<file path="config.mk">
export PLATFORM = sky130hd
export DESIGN_NAME = ex_wb_ccr
export DESIGN_NICKNAME = d
export VERILOG_FILES = /design/src/rtl/ex_wb_ccr.sv
export SDC_FILE = /design/constraint.sdc
export NUM_CORES = 1
export LEC_CHECK = 0
export CAP_MARGIN = 20
export CORE_ASPECT_RATIO = 0.8
export CORE_MARGIN = 2
export CORE_UTILIZATION = 40
export DETAILED_ROUTE_END_ITERATION = 8
export PLACE_DENSITY = 0.79
export SYNTH_ARGS = -nofsm -noshare
export SYNTH_HDL_FRONTEND = slang
export SYNTH_SLANG_ARGS = --single-unit
</file>
<file path="constraint.sdc">
create_clock -name clk -period 3.2 [get_ports clk]
set_input_delay 0.64 -clock clk [delete_from_list [all_inputs] [get_ports clk]]
set_output_delay 0.64 -clock clk [all_outputs]
set_load 0.005 [all_outputs]
</file>
<file path="src/rtl/ex_wb_ccr.sv">
// ex_wb_ccr: execute/writeback boundary stage behind the 8-bit ALU.
//   Holds one writeback slot (result, destination, write enable) under a
//   valid/ready handshake, owns the condition code register {Z,N,C,V} with
//   per-opcode flag-update masks, and keeps a one-deep CCR shadow for
//   interrupt entry/return.
// Optional feature macro: OVF_TRAP_EN (overflow trap on ADD/SUB/INC/DEC).
// Ports:
//   clk, rst_n                  clock (rising edge), async active-low reset
//   in_valid / in_ready         ALU-side handshake (in_ready combinational)
//   opcode, ra, rd              instruction opcode, sub-op select, dest index
//   alu_out, alu_{c,z,n,v}      ALU result and flags
//   out_valid / out_ready       register-file-side handshake
//   out_result, out_rd,
//   out_wr_en                   registered writeback payload
//   flush                       squash the slot, block same-cycle accept
//   int_save, int_restore       CCR -> shadow, shadow -> CCR (both = swap)
//   ccr, ccr_c                  {Z,N,C,V} and carry-in back to the ALU
//   ovf_trap                    one-cycle overflow trap pulse (optional)
module ex_wb_ccr #(
  parameter int unsigned WIDTH = 8
) (
  input  logic             clk,
  input  logic             rst_n,
  input  logic             in_valid,
  output logic             in_ready,
  input  logic [3:0]       opcode,
  input  logic [1:0]       ra,
  input  logic [1:0]       rd,
  input  logic [WIDTH-1:0] alu_out,
  input  logic             alu_c,
  input  logic             alu_z,
  input  logic             alu_n,
  input  logic             alu_v,
  output logic             out_valid,
  input  logic             out_ready,
  output logic [WIDTH-1:0] out_result,
  output logic [1:0]       out_rd,
  output logic             out_wr_en,
  input  logic             flush,
  input  logic             int_save,
  input  logic             int_restore,
  output logic [3:0]       ccr,
  output logic             ccr_c,
  output logic             ovf_trap
);

  localparam int unsigned CCR_W = 4;

  localparam logic [3:0] OP_MOV = 4'b0001;
  localparam logic [3:0] OP_ADD = 4'b0010;
  localparam logic [3:0] OP_SUB = 4'b0011;
  localparam logic [3:0] OP_AND = 4'b0100;
  localparam logic [3:0] OP_OR  = 4'b0101;
  localparam logic [3:0] OP_ROT = 4'b0110;
  localparam logic [3:0] OP_UNA = 4'b1000;

  // Flag masks in CCR bit order {Z,N,C,V}
  localparam logic [CCR_W-1:0] M_ALL = 4'b1111;
  localparam logic [CCR_W-1:0] M_ZN  = 4'b1100;
  localparam logic [CCR_W-1:0] M_C   = 4'b0010;

  logic             out_valid_q, out_valid_d;
  logic [WIDTH-1:0] out_result_q, out_result_d;
  logic [1:0]       out_rd_q, out_rd_d;
  logic             out_wr_en_q, out_wr_en_d;
  logic [CCR_W-1:0] ccr_q, ccr_d;
  logic [CCR_W-1:0] shadow_q, shadow_d;

  logic             accept;
  logic             dec_wr;
  logic [CCR_W-1:0] dec_mask;
  logic             dec_setc;
  logic             dec_clrc;
  logic             dec_arith;
  logic             wr_eff;
  logic [CCR_W-1:0] flags_in;
  logic [CCR_W-1:0] ccr_upd;

  assign in_ready = !out_valid_q || out_ready;
  assign accept   = in_valid && in_ready && !flush;
  assign flags_in = {alu_z, alu_n, alu_c, alu_v};

  // Opcode decode: write enable, flag-update mask, explicit carry set/clear
  always_comb begin
    dec_wr    = 1'b0;
    dec_mask  = '0;
    dec_setc  = 1'b0;
    dec_clrc  = 1'b0;
    dec_arith = 1'b0;
    unique case (opcode)
      OP_MOV: dec_wr = 1'b1;
      OP_ADD, OP_SUB: begin
        dec_wr    = 1'b1;
        dec_mask  = M_ALL;
        dec_arith = 1'b1;
      end
      OP_AND, OP_OR: begin
        dec_wr   = 1'b1;
        dec_mask = M_ZN;
      end
      OP_ROT: begin
        unique case (ra)
          2'd0, 2'd1: begin
            dec_wr   = 1'b1;
            dec_mask = M_C;
          end
          2'd2:    dec_setc = 1'b1;
          default: dec_clrc = 1'b1;
        endcase
      end
      OP_UNA: begin
        dec_wr = 1'b1;
        if (ra[1]) begin
          dec_mask  = M_ALL;
          dec_arith = 1'b1;
        end else begin
          dec_mask = M_ZN;
        end
      end
      default: ;
    endcase
  end

`ifdef OVF_TRAP_EN
  logic trap_d, ovf_trap_q;

  // A signed overflow on an arithmetic op suppresses its writeback
  assign trap_d = accept && dec_arith && alu_v;
  assign wr_eff = dec_wr && !trap_d;

  always_ff @(posedge clk or negedge rst_n) begin
    if (!rst_n) ovf_trap_q <= 1'b0;
    else        ovf_trap_q <= trap_d;
  end

  assign ovf_trap = ovf_trap_q;
`else
  logic unused_arith;

  assign unused_arith = dec_arith;
  assign wr_eff       = dec_wr;
  assign ovf_trap     = 1'b0;
`endif

  // Masked flag merge; unmasked flags hold
  always_comb begin
    ccr_upd = (ccr_q & ~dec_mask) | (flags_in & dec_mask);
    if (dec_setc) ccr_upd[1] = 1'b1;
    if (dec_clrc) ccr_upd[1] = 1'b0;
  end

  // CCR/shadow next state: restore wins over any update, save sees pre-update CCR
  always_comb begin
    ccr_d    = ccr_q;
    shadow_d = shadow_q;
    if (accept)      ccr_d    = ccr_upd;
    if (int_restore) ccr_d    = shadow_q;
    if (int_save)    shadow_d = ccr_q;
  end

  // Writeback slot next state
  always_comb begin
    out_valid_d  = out_valid_q;
    out_result_d = out_result_q;
    out_rd_d     = out_rd_q;
    out_wr_en_d  = out_wr_en_q;
    if (flush) begin
      out_valid_d = 1'b0;
    end else if (accept) begin
      out_valid_d  = 1'b1;
      out_result_d = alu_out;
      out_rd_d     = rd;
      out_wr_en_d  = wr_eff;
    end else if (out_valid_q && out_ready) begin
      out_valid_d = 1'b0;
    end
  end

  always_ff @(posedge clk or negedge rst_n) begin
    if (!rst_n) begin
      out_valid_q  <= 1'b0;
      out_result_q <= WIDTH'(0);
      out_rd_q     <= 2'd0;
      out_wr_en_q  <= 1'b0;
      ccr_q        <= CCR_W'(0);
      shadow_q     <= CCR_W'(0);
    end else begin
      out_valid_q  <= out_valid_d;
      out_result_q <= out_result_d;
      out_rd_q     <= out_rd_d;
      out_wr_en_q  <= out_wr_en_d;
      ccr_q        <= ccr_d;
      shadow_q     <= shadow_d;
    end
  end

  assign out_valid  = out_valid_q;
  assign out_result = out_result_q;
  assign out_rd     = out_rd_q;
  assign out_wr_en  = out_wr_en_q;
  assign ccr        = ccr_q;
  assign ccr_c      = ccr_q[1];

endmodule

</file>
[Word-level counts from Yosys, hierarchy flattened]
Cells that the tools add are included.
Word-level totals
  register bits after elaboration: 20
  output and inout bits: 19
  word-level logic and storage cells: 51
  bits of input ports: 27
Operators by class
  equal/unequal tests: 9
  multiplexer cells: 16
  bitwise gates (word level): 5
  reduce and logical (&&, ||, !) cells: 15
Operator list (number)
  case mux 4 bit (4 select lines): 1
  == test 4 x 3 -> 1 bit (second input constant): 3
  two-way mux 1 bit: 10
  AND 4 bit: 2
  == test 4 x 2 -> 1 bit (second input constant): 2
  two-way mux 4 bit: 2
  OR reduction 2 bit: 3
  OR reduction 6 bit: 1
  == test 4 x 1 -> 1 bit (second input constant): 1
  == test 4 bit (second input constant): 1
  two-way mux 2 bit: 2
  NOT 4 bit: 1
  OR 4 bit: 1
  logical AND 1 bit: 3
  nonzero test 3 bit: 1
  OR reduction 3 bit: 1
  == test 2 x 1 -> 1 bit (second input constant): 1
  == test 2 bit (second input constant): 1
  zero test 1 bit: 2
  zero test 2 bit: 1
  case mux 1 bit (2 select lines): 1
  AND reduction 2 bit: 1
  nonzero test 2 bit: 1
  logical OR 1 bit: 1
  NOT 1 bit: 1

[Logic depth before layout (Yosys ltp)]
Gate-level depths: netlist of the first run.
  depth in word-level cells: 11
  depth in mapped cells: 6
  depth with buffers taken out: 5

[Worst setup path after synthesis of the first run]
Ideal clock, no wire load.
  kind: input to register
  start point: in out_ready
  end point: reg with a tool-made name
  required time: 3075 ps
  stages: 5
  data arrival time: 1717 ps
  buffers on the path: 0
  setup time: 125 ps
  slack: 1358 ps
  cell sequence: nor2b_4 > nor3b_4 > nor3b_2 > mux2_1 > mux2_2
RTL lines
  start: declaration: RTL line 35  | input logic out_ready,

[Worst setup path in the final report of the first run]
  start point: in out_ready
  end point: out in_ready
Between the ends
  cells in the longest elaborated chain, start to end: 1
RTL lines
  logical OR 1 bit: RTL line 79  | assign in_ready = !out_valid_q || out_ready;
  end: declaration: RTL line 25  | output logic in_ready,
Every way passes these cells.

==> results of run 1 <==
==> worst max-delay path: cells and delay by family <==
family	cells	cell delay [ps]
buffers and inverters	3	940
AND/OR/NAND/NOR	1	180
==> layout by cell type, fill, tap and decap left out, types with 3 or more instances in the layout <==
master            n
clkdlybuf4s50_1  44
dfrtp_1          20
mux2_2           15
nor2_1            4
nand2_1           4
nand3_1           4
o21ai_0           3
a21oi_1           3
nor2b_1           3
clkbuf_4          3
==> power breakdown <==
part	leakage [nW]	total (mW)	internal (mW)	switching, mW
registers	0.247	0.345	0.311	0.0344
logic	0.327	0.230	0.159	0.0712
clock network	0.0279	0.203	0.127	0.0767
total	0.602	0.778	0.596	0.182
==> worst max-delay path by stage <==
stage | slack (ps) | depth (start not counted) | to | startpoint
final | 800 | 4 | in_ready | out_ready
after detailed placement | 780 | 6 | flip-flop | opcode[1]
after global routing | 770 | 4 | in_ready | out_ready
after floorplan | 1360 | 5 | flip-flop | out_ready
after global placement | 820 | 6 | flip-flop | opcode[1]
after CTS | 810 | 4 | in_ready | out_ready
==> routing by layer <==
metal	vias to the layer above	track usage, %
met5	-	0
li1	376	-
met4	0	0
met3	0	6.49
met1	387	19.8
met2	34	31.8
==> through the flow <==
stage	instances	area (um2)
after floorplan	82	971
after global placement	148	1430
after detailed placement	148	1430
final	152	1480
after global routing	152	1480
after CTS	152	1480
==> area by class of cell <==
class / count / area share [%]
Sequential cell: 20 / 33.9
Tap cell: 25 / 2.12
Clock inverter: 1 / 2.03
Clock buffer: 3 / 1.52
Multi-Input combinational cell: 56 / 29.6
Timing Repair Buffer: 45 / 30.3
Inverter: 2 / 0.508
==> cells by family after synthesis <==
logic type,Yosys count
AO/OA/AOI/OAI,11
buffers and inverters,6
flip-flops,20
multiplexers,18
other,1
AND/OR/NAND/NOR,26
==> reports/summary.txt, run 1 <==
Pre-antenna DRT Iters - 4
Worst path most repeated cell - clkdlybuf4s50_1
Setup crit end kind - primary output
Hold WC Path Type - reg2reg
Post-CTS sizing - 0
Crit-path cells - clkdlybuf4s50_1 -> nor2b_4 -> inv_1 -> clkdlybuf4s50_1
Layout cells sized above 1 - 20.5%
P per Cell Area - 527 mW/mm2
CTS tree - done
Initial antenna violation count - 0
Wire length on met3 - 173 um
Io pins - 46
Initial core utilization - 43.5%
Max Clk Rate - 0.417 GHz
Fin crit period - 2400 ps
Diode count - 0
Fill cells - 206
Setup TNS - 0 ps
Horiz. Die Dim - 59.1 um
Area of the multi-input gates - 438 um2
FP Rows - 15
Mapped Cells - 82
Setup Crit Path Kind - in2out
Reg-to-reg setup timing slack - 1610 ps
Via count - 797
Clk slew on worst S/H paths - 120 ps
Place WS - 782 ps
Pins over their slew limit - 0
Smallest hold slack - 509 ps
Synth top area share - 51.5%
Final Cycle Share - 74.9%
Input/output buffers - 44
Routed length on met2 - 1.13 mm
Max Used Layer - met3
Worst hold start - shadow_q[2]
Slowest stage delay, CP - 450 ps
Synthesized Nets - 109
Status - finished, final reports clean
ANT nets after route - 0
Count leader, synth - dfrtp_1
Placeable Area - 0.00223 mm2
Post-Syn Area - 971 um2
Clock Latency Late Sink - 300 ps
Final Setup Violations - 0
Clk sinks - 20
Die ar. - 0.00284 mm2
Hold Crit Depth - 2
Final Hold Viols - 0
Max Cap Violations - 0
Crit path DAT - 1760 ps
Final core occ - 66.2%
Commonest cells in the netlist - dfrtp_1, mux2_2, nand2_1, nand3_1, nor2_1
Count of different cell masters after synthesis - 26
Fin nets - 155
Largest family of logic cells by synthesized area - multiplexers
Grt ovf - 0
Worst Skew - 7.77 ps
Startpoint types - primary input
H-tree depth - 1
Synth area leaders - dfrtp_1, mux2_2, mux2i_1
Synth Flop Type - dfrtp_1
Layout area overhead - 52.2%
Synth Area in Compound Gates - 6.83%
Slew headroom - 38.5%
Synthesized area per cell - 11.8 um2
Overall routing resource usage - 16.9%
Post-Synth Simple-Gate Area - 17.3%
Die Span Y - 48.1 um
Fraction of registers with async set/reset - 100%
Remaining DRCs - 0
Post-synthesis mux area share - 20.6%
Worst Path Max Fanout - 3
Design Power - 0.778 mW
Inserted Clock Buffers - 3
Worst setup margin - 803 ps
DRT iter0 DRCs - 21
Yosys warning count - 0
R2R depth - 6
Xor and xnor area share after synthesis - 0%
Buffers inserted by post-CTS timing repair - 0
Post-Synth Adder-Cell Area - 0%
#FFs+latches synth - 20
Wire length on met1 - 878 um
CTS max path bufs - 2
Routability congestion estimate from global placement - 0.710
Worst r2r src - out_valid
Actual slew at the worst max-slew pin - 920 ps
Post-CTS Hold Fix Bufs - 0
Register area share after synthesis - 51.5%
Crit-path slowest cell - clkdlybuf4s50_1
Vias in the first global route - 776
WL per Instance - 14.4 um
Peak supply drop - 0.000421 V
Largest net degree at the start of global routing - 21
Global-route wire length before repair - 3.51 mm
RSZ-0062 raised after global routing - no
Root Driver - clkbuf_4
Synth area leader - dfrtp_1
Post-synth EDFFs - 0
Crit path required time - 2560 ps
Avg Vias per Cell - 5.24
Post-DP HPWL - 1.71 mm
Detailed-route wire length - 2.19 mm
Sequential cell area - 500 um2
Leakage - 0.602 nW
No activity file was read; power rests on OpenSTA's default activity.
==> inputs of run 2 (changes only) <==
clock period = 2.4 ns   (was 3.2 ns; I/O delays follow)
==> reports/summary.txt, run 2 (synthesis gave the netlist of run 1 again) <==
Startpoint types - primary input (unchanged)
Final Hold Viols - 0 (unchanged)
FP Rows - 15 (unchanged)
Design Power - 0.954 mW (was 0.778 mW)
Layout cells sized above 1 - 21.1% (was 20.5%)
WL per Instance - 13.9 um (was 14.4 um)
Remaining DRCs - 0 (unchanged)
CTS max path bufs - 2 (unchanged)
Post-CTS sizing - 0 (unchanged)
Max Cap Violations - 0 (unchanged)
CTS tree - done (unchanged)
Final core occ - 65.8% (was 66.2%)
Detailed-route wire length - 2.12 mm (was 2.19 mm)
Die ar. - 0.00284 mm2 (unchanged)
Most frequent cells in the layout - clkdlybuf4s50_1, dfrtp_1, mux2_2 (unchanged)
Via count - 797 (unchanged)
Setup TNS - 0 ps (unchanged)
Clk slew on worst S/H paths - 100 ps (was 120 ps)
Buffers inserted by post-CTS timing repair - 0 (unchanged)
Fin nets - 156 (was 155)
Input/output buffers - 44 (unchanged)
ANT nets after route - 0 (unchanged)
Crit path DAT - 1580 ps (was 1760 ps)
Fill cells - 188 (was 206)
Worst Path Max Fanout - 3 (unchanged)
Io pins - 46 (unchanged)
Hold WC Path Type - reg2reg (unchanged)
Setup Crit Path Kind - in2out (unchanged)
Layout area overhead - 51.3% (was 52.2%)
Place WS - 139 ps (was 782 ps)
Max Clk Rate - 0.486 GHz
Avg Vias per Cell - 5.21 (was 5.24)
Setup crit end kind - primary output (unchanged)
Post-DP HPWL - 1.66 mm (was 1.71 mm)
Placed inst area - 0.00143 mm2 (about the same)
Fin crit period - 2060 ps
Largest net degree at the start of global routing - 21 (unchanged)
Grt ovf - 0 (unchanged)
Clk sinks - 20 (unchanged)
Peak supply drop - 0.000384 V (was 0.000421 V)
Inserted Clock Buffers - 3 (unchanged)
Worst setup margin - 342 ps (was 803 ps)
Status - finished, final reports clean (unchanged)
P per Cell Area - 650 mW/mm2 (was 527 mW/mm2)
Final Cycle Share - 85.8%
Diode count - 0 (unchanged)
Root Driver - clkbuf_4 (unchanged)
Overall routing resource usage - 16.9% (about the same)
Die Span Y - 48.1 um (unchanged)
Global-route wire length before repair - 3.44 mm (was 3.51 mm)
Initial core utilization - 43.5% (unchanged)
Worst Skew - 0.363 ps (was 7.77 ps)
Crit path required time - 1920 ps (was 2560 ps)
Pins over their slew limit - 0 (unchanged)
Horiz. Die Dim - 59.1 um (unchanged)
Vias in the first global route - 759 (was 776)
Routability congestion estimate from global placement - 0.713 (was 0.710)
H-tree depth - 1 (unchanged)
Initial antenna violation count - 0 (unchanged)
Pre-antenna DRT Iters - 4 (unchanged)
Placeable Area - 0.00223 mm2 (unchanged)
Leakage - 0.600 nW (was 0.602 nW)
Clock Latency Late Sink - 290 ps (was 300 ps)
RSZ-0062 raised after global routing - no (unchanged)
Final Setup Violations - 0 (unchanged)
Final Cell Area - 0.00147 mm2 (was 0.00148 mm2)
Most common cell after layout, fill and taps aside - clkdlybuf4s50_1 (unchanged)
Post-CTS Hold Fix Bufs - 0 (unchanged)
DRT iter0 DRCs - 32 (was 21)
-- run 2: cell count changes in the layout (fill, tap and decap cells not counted), sizes merged --
cell    previous run  this run
bufinv             1         0
clkbuf             3         4
buf                1         2
-- run 2: final timing paths --
kind	start	endpoint	slack, ps	depth (start not counted)
worst max-delay path	out_ready	in_ready	340	4
worst min-delay path	shadow_q[2]	flip-flop	510	2
worst max register to register	out_valid	flip-flop	780	6
worst min register to register	shadow_q[2]	flip-flop	510	2
max in group asynchronous	rst_n	shadow_q[1]	1680	2
min in group asynchronous	rst_n	out_wr_en	520	2
-- run 2: per-layer routing --
metal	global-route usage [%]	part of all wire, %
met2	32.0	51
met5	0	0
met3	5.68	7.6
met4	3.18	0
met1	19.1	41
-- run 2: cell type report --
class / instances / area [um2] / share of cell area, %
Inverter: 2 / 7.51 / 0.511
Sequential cell: 20 / 500 / 34.1
Timing Repair Buffer: 46 / 455 / 31.0
Tap cell: 25 / 31.3 / 2.13
Clock buffer: 4 / 36.3 / 2.47
Multi-Input combinational cell: 56 / 438 / 29.8
-- run 2: stage by stage --
stage	instances	hold WS, ps
after floorplan	82	184
after global placement	149	472
after detailed placement	149	483
after CTS	153	508
after global routing	153	520
final	153	506
-- run 2: where the power goes --
group          switching (mW)  leakage [nW]  internal [mW]  total, mW
Combinational          0.0936         0.332          0.213      0.307
Sequential             0.0459         0.247          0.414      0.460
Clock                  0.0953        0.0210         0.0924      0.188
-- run 2: worst max-delay path, cell delays in order --
cell and delay [ps]:
clkdlybuf4s50_1 500, nor2b_4 60, inv_1 50, clkdlybuf4s50_1 490
==> inputs of run 3 (changes only) <==
CTS_CLUSTER_DIAMETER = 40   (was default)
==> results of run 3 <==
Same layout as run 2: the final DEF is identical, and so are final timing and power.
